==> src/rtl/cpu_clock_ctrl_pkg.sv <==
// cpu_clk_defs: shared state codes and state width for the CPU clock controller
package cpu_clk_defs;
  localparam int STATE_W = 2;
  typedef enum logic [STATE_W-1:0] {
    PAUSE = 2'd0,
    RUN   = 2'd1,
    HALT  = 2'd2
  } state_t;
endpackage

==> src/rtl/cpu_clock_ctrl_if.sv <==
// cpu_clock_ctrl_if: divider/CPU-side signals of the clock controller
//   master: drives tick, run_sw, step_btn, halt_in; observes cpu_en, state, halted, en_count
//   slave : the controller side of the same bundle
interface cpu_clock_ctrl_if
  import cpu_clk_defs::*;
#(
  parameter int CNT_W = 16
) ();
  logic               tick;
  logic               run_sw;
  logic               step_btn;
  logic               halt_in;
  logic               cpu_en;
  logic [STATE_W-1:0] state;
  logic               halted;
  logic [CNT_W-1:0]   en_count;
  modport master (
    output tick, run_sw, step_btn, halt_in,
    input  cpu_en, state, halted, en_count
  );
  modport slave (
    input  tick, run_sw, step_btn, halt_in,
    output cpu_en, state, halted, en_count
  );
endinterface

==> src/rtl/cpu_clock_ctrl_btn_debounce.sv <==
// btn_debounce: tick-sampled debouncer producing a level and a one-cycle rise pulse
//   clock, reset : system clock, synchronous active-high reset
//   sample_en    : sampling strobe (divider tick)
//   raw          : synchronised button value
//   level        : debounced level
//   rise         : one-cycle pulse on a debounced 0->1 change
module btn_debounce #(
  parameter int DEBOUNCE_TICKS = 4
) (
  input  logic clock,
  input  logic reset,
  input  logic sample_en,
  input  logic raw,
  output logic level,
  output logic rise
);
  localparam logic [3:0] LIM = 4'(DEBOUNCE_TICKS);
  logic [3:0] cnt;
  always_ff @(posedge clock) begin
    if (reset) begin
      level <= 1'b0;
      cnt   <= '0;
      rise  <= 1'b0;
    end else begin
      rise <= 1'b0;
      if (sample_en) begin
        if (raw == level) cnt <= '0;
        else if (cnt == LIM - 4'd1) begin
          level <= raw;
          cnt   <= '0;
          rise  <= raw;
        end else cnt <= cnt + 4'd1;
      end
    end
  end
endmodule

==> src/rtl/cpu_clock_ctrl.sv <==
// cpu_clock_ctrl: sequences the CPU clock enable in free-run, single-step and halt modes
//   clock, reset : system clock, synchronous active-high reset
//   bus          : tick/run_sw/step_btn/halt_in in; cpu_en/state/halted/en_count out
module cpu_clock_ctrl
  import cpu_clk_defs::*;
#(
  parameter int DEBOUNCE_TICKS = 4,
  parameter int CNT_W          = 16
) (
  input logic             clock,
  input logic             reset,
  cpu_clock_ctrl_if.slave bus
);
  logic             run_q, run_s, btn_q, btn_s, step_req;
  logic             en, en_nxt, halted_r;
  logic [CNT_W-1:0] cnt;
  state_t           st, nxt;
  always_ff @(posedge clock) begin
    if (reset) {run_s, run_q, btn_s, btn_q} <= '0;
    else {run_s, run_q, btn_s, btn_q} <= {run_q, bus.run_sw, btn_q, bus.step_btn};
  end
  btn_debounce #(.DEBOUNCE_TICKS(DEBOUNCE_TICKS)) u_db (
    .clock    (clock),
    .reset    (reset),
    .sample_en(bus.tick),
    .raw      (btn_s),
    .level    (),
    .rise     (step_req)
  );
  // halt beats a mode change, a mode change beats a pulse; the losing event is dropped
  always_comb begin
    nxt    = (st == HALT) ? HALT :
             (st == PAUSE || st == RUN) ? (bus.halt_in ? HALT : run_s ? RUN : PAUSE) : PAUSE;
    en_nxt = !bus.halt_in && ((st == RUN && run_s && bus.tick) ||
                              (st == PAUSE && !run_s && step_req));
  end
  always_ff @(posedge clock) begin
    if (reset) begin
      st       <= PAUSE;
      en       <= 1'b0;
      halted_r <= 1'b0;
      cnt      <= '0;
    end else begin
      st       <= nxt;
      en       <= en_nxt;
      halted_r <= nxt == HALT;
      cnt      <= cnt + CNT_W'(en);
    end
  end
  assign bus.cpu_en   = en;
  assign bus.state    = st;
  assign bus.halted   = halted_r;
  assign bus.en_count = cnt;
endmodule

==> src/flat_wrapper.sv <==
// flat-port wrapper written by rule: the top's interface ports become plain ports
module cpu_clock_ctrl_flat import cpu_clk_defs::*;
#(
  parameter int DEBOUNCE_TICKS = 4,
  parameter int CNT_W          = 16
)
  (clock, reset, bus_tick, bus_run_sw, bus_step_btn, bus_halt_in, bus_cpu_en, bus_state, bus_halted, bus_en_count);
  cpu_clock_ctrl_if #(.CNT_W(CNT_W)) bus_i ();
  input logic clock;
  input logic reset;
  input wire logic [$bits(bus_i.tick)-1:0] bus_tick;
  input wire logic [$bits(bus_i.run_sw)-1:0] bus_run_sw;
  input wire logic [$bits(bus_i.step_btn)-1:0] bus_step_btn;
  input wire logic [$bits(bus_i.halt_in)-1:0] bus_halt_in;
  output wire logic [$bits(bus_i.cpu_en)-1:0] bus_cpu_en;
  output wire logic [$bits(bus_i.state)-1:0] bus_state;
  output wire logic [$bits(bus_i.halted)-1:0] bus_halted;
  output wire logic [$bits(bus_i.en_count)-1:0] bus_en_count;
  assign bus_i.tick = bus_tick;
  assign bus_i.run_sw = bus_run_sw;
  assign bus_i.step_btn = bus_step_btn;
  assign bus_i.halt_in = bus_halt_in;
  assign bus_cpu_en = bus_i.cpu_en;
  assign bus_state = bus_i.state;
  assign bus_halted = bus_i.halted;
  assign bus_en_count = bus_i.en_count;
  cpu_clock_ctrl #(.DEBOUNCE_TICKS(DEBOUNCE_TICKS), .CNT_W(CNT_W)) u_core (.clock(clock), .reset(reset), .bus(bus_i));
endmodule
==> config.mk <==
export PLATFORM = sky130hd
export DESIGN_NAME = cpu_clock_ctrl_flat
export DESIGN_NICKNAME = d
export VERILOG_FILES = /design/src/rtl/cpu_clock_ctrl_pkg.sv /design/src/rtl/cpu_clock_ctrl_if.sv /design/src/rtl/cpu_clock_ctrl_btn_debounce.sv /design/src/rtl/cpu_clock_ctrl.sv /design/src/flat_wrapper.sv
export SDC_FILE = /design/constraint.sdc
export NUM_CORES = 1
export LEC_CHECK = 0
export CORE_AREA = 3 3 54 93
export CTS_CLUSTER_DIAMETER = 150
export DETAILED_ROUTE_END_ITERATION = 6
export DIE_AREA = 0 0 57 96
export SYNTH_ARGS = -nofsm -noshare
export SYNTH_HDL_FRONTEND = slang
export SYNTH_HIERARCHICAL = 1
export SYNTH_SLANG_ARGS = --single-unit
==> constraint.sdc <==
create_clock -name clock -period 3.4 [get_ports clock]
set_input_delay 0.68 -clock clock [delete_from_list [all_inputs] [get_ports clock]]
set_output_delay 0.68 -clock clock [all_outputs]
set_load 0.1 [all_outputs]
==> impl_metrics.csv <==
group,metric,value,unit
finish,multi_input_area,641,sq um
detailed_routing,drtIter0Drc,32,
setup_path,start_kind,"register",
finish,drive_gt1_frac,0.207,
clock_network,holdBufCountCts,0,
placement,gp_congestion,0.742,
clock_network,post_cts_resize_count,0,
hold_path,min_path_type,"register to register",
grt,grt_max_degree,21,
logic_synthesis,ys_ff_latch,30,
power_and_ir_drop,powerDensity,423,nW/um^2
grt,antenna_found_initial,0,
clock_network,cts_tree,"yes",
logic_synthesis,synth.yosys.seq_area_share,0.472,
logic_synthesis,yosysWarnings,6,
setup_path,crit_required,2720,ps
sta,slew_headroom,0.356,
detailed_routing,ant_nets,0,
detailed_routing,vias,1112,
logic_synthesis,synth_area_leaders,"dfxtp_1 47%, nor2b_1 4.4%, ha_1 3.9%",
sta,fin_setup_tns,0,ps
logic_synthesis,syn-num-nets,143,
grt,grt_pass1_wl,4760,um
setup_path,path_cells,"clkdlybuf4s50_1",
placement,port_buffers,25,
clock_network,numCtsBuffers,5,
placement,post-place-ws,1200,ps
setup_path,arrival,1760,ps
placement,dp_cells,207,
placement,placed_area,1540,sq um
setup_path,end_kind,"primary output",
finish,area.growth.synth_to_final,28.1,%
detailed_routing,vias_per_cell,5.17,
detailed_routing,drt_pass1_iterations,4,
die,die_x,57,um
sta,timing.final.crit_share,0.718,
clock_network,clk-insertion-delay-late,280,ps
die,start_util,0.289,
setup_path,critPathBufInv,1,
power_and_ir_drop,p_leak,0.623,nW
finish,final_cell_mix,"30 x dfxtp_1, 19 x buf_4, 11 x nor2_1",
logic_synthesis,netlist_area,1270,sq um
clock_network,cts_root_buf,"clkbuf_8",
logic_synthesis,synth.distinct_cells,32,
detailed_routing,post_drt_wl_per_cell,13.2,um
logic_synthesis,netlist_instances,133,
sta,hold_violations,0,
finish,antenna-diode-count,0,
setup_path,crit_fanout,3,
finish,fill_cells,457,
sta,max_freq,0.410,GHz
placement,dp_hpwl,2060,um
power_and_ir_drop,irDropWorstVdd,315,uV
logic_synthesis,synth_area_leader_cell,"dfxtp_1",
clock_network,postCtsSetupBuffers,0,
clock_network,htreeDepth,2,
clock_network,clk_pin_slew_worst_paths,60,ps
sta,rsz0062_at_grt,"false",
sta,tightest_slew,963,ps
detailed_routing,drc,0,
logic_synthesis,syn_avg_cell_area,9.56,sq um
finish,regArea,601,sq um
grt,grt_usage,0.112,
finish,layout_commonest_cell,"dfxtp_1",
setup_path,ff2ff_setup_slack,1510,ps
die,rows,32,
power_and_ir_drop,p_total,689,uW
setup_path,path_class,"register to primary output",
detailed_routing,finalWirelength,2840,um
sta,hold_ws,440,ps
grt,grt_pass1_vias,1077,
finish,fin_util,0.370,
grt,globalRouteOverflowTotal,0,
sta,setup_viol,0,
setup_path,cpLargestDelayFamily,"buffers and inverters",
setup_path,max_stage_delay,1140,ps
clock_network,clockBufferDepth,2,
logic_synthesis,synth_top_area_frac,0.472,
sta,fin_crit,2440,ps
setup_path,cpMaxStageDelayCell,"clkdlybuf4s50_1",
finish,postLayoutCellArea,1630,sq um
die,dieArea,5470,sq um
die,coreArea,4400,sq um
sta,finClkSkew,3.57,ps
finish,nets,173,
sta,fin_ws,960,ps
die,pin_count,26,
finish,final_cells,215,
die,fp.dieH,96,um
sta,maxSlewViolCount,0,
job,max_cap_viol_count,0,
run_status,outcome,"finished clean",
clock_network,cts.sinks,30,
power breakdown:
part | internal (mW) | switching (mW) | leakage, nW
Clock | 0.163 | 0.128 | 0.0482
Combinational | 0.0130 | 0.0258 | 0.332
Sequential | 0.356 | 0.00334 | 0.243
Total | 0.532 | 0.157 | 0.623
registers in the layout (all words and copies together) (netlist names):
signal,count
u_core/u_db/cnt,4
u_core/btn_s,1
u_core/bus.cpu_en,1
u_core/bus.halted,1
u_core/u_db/rise,1
u_core/u_db/level,1
u_core/bus.state,2
u_core/bus.en_count,16
u_core/btn_q,1
u_core/run_q,1
u_core/run_s,1
logic make-up after synthesis:
family                   after synthesis  synth area share
AND/OR/NAND/NOR                       59             0.283
flip-flops                            30             0.472
XOR/XNOR                               5            0.0345
adder cells (fa/ha/maj)                4            0.0394
multiplexers                           5            0.0433
buffers and inverters                  8            0.0236
AO/OA/AOI/OAI                         22             0.103
metal layers:
metal | vias to the layer above | part of all wire | track usage
met4 | 0 | 0.019 | 0.0464
li1 | 547 | - | -
met5 | - | 0 | 0
met2 | 40 | 0.48 | 0.199
met1 | 520 | 0.43 | 0.119
met3 | 5 | 0.063 | 0.0376
final timing paths:
kind | cells past startpoint | from | end
max | 1 | u_core/bus.en_count[15] | bus_en_count[15]
min | 1 | u_core/run_q | u_core/run_s
max reg2reg | 5 | u_core/bus.cpu_en | u_core/bus.en_count[14]
min reg2reg | 1 | u_core/run_q | u_core/run_s
synth_stat cells, drive strengths merged:
cell type / n
or4: 4
nand3: 7
inv: 5
a31oi: 2
a21oi: 9
a31o: 1
dfxtp: 30
or3b: 1
a211oi: 2
nor4bb: 1
nor2: 11
mux2: 4
nor4: 5
nor3: 1
nor2b: 9
clkbuf: 3
nand2b: 3
o31ai: 4
nand4b: 2
o21ai: 4
xnor2: 2
mux2i: 1
ha: 4
nand4: 5
and3: 1
nor4b: 1
or4b: 1
or3: 3
nor3b: 1
nand2: 3
xor2: 3
layout make-up:
class                      instances  area share
timing repair buffer              26       0.131
clock buffer                       7      0.0530
sequential                        30       0.369
inverter                           5      0.0115
multi-input combinational         95       0.394
clock inverter                     1     0.00307
tap                               51      0.0392
(Power assumes the default switching activity.)
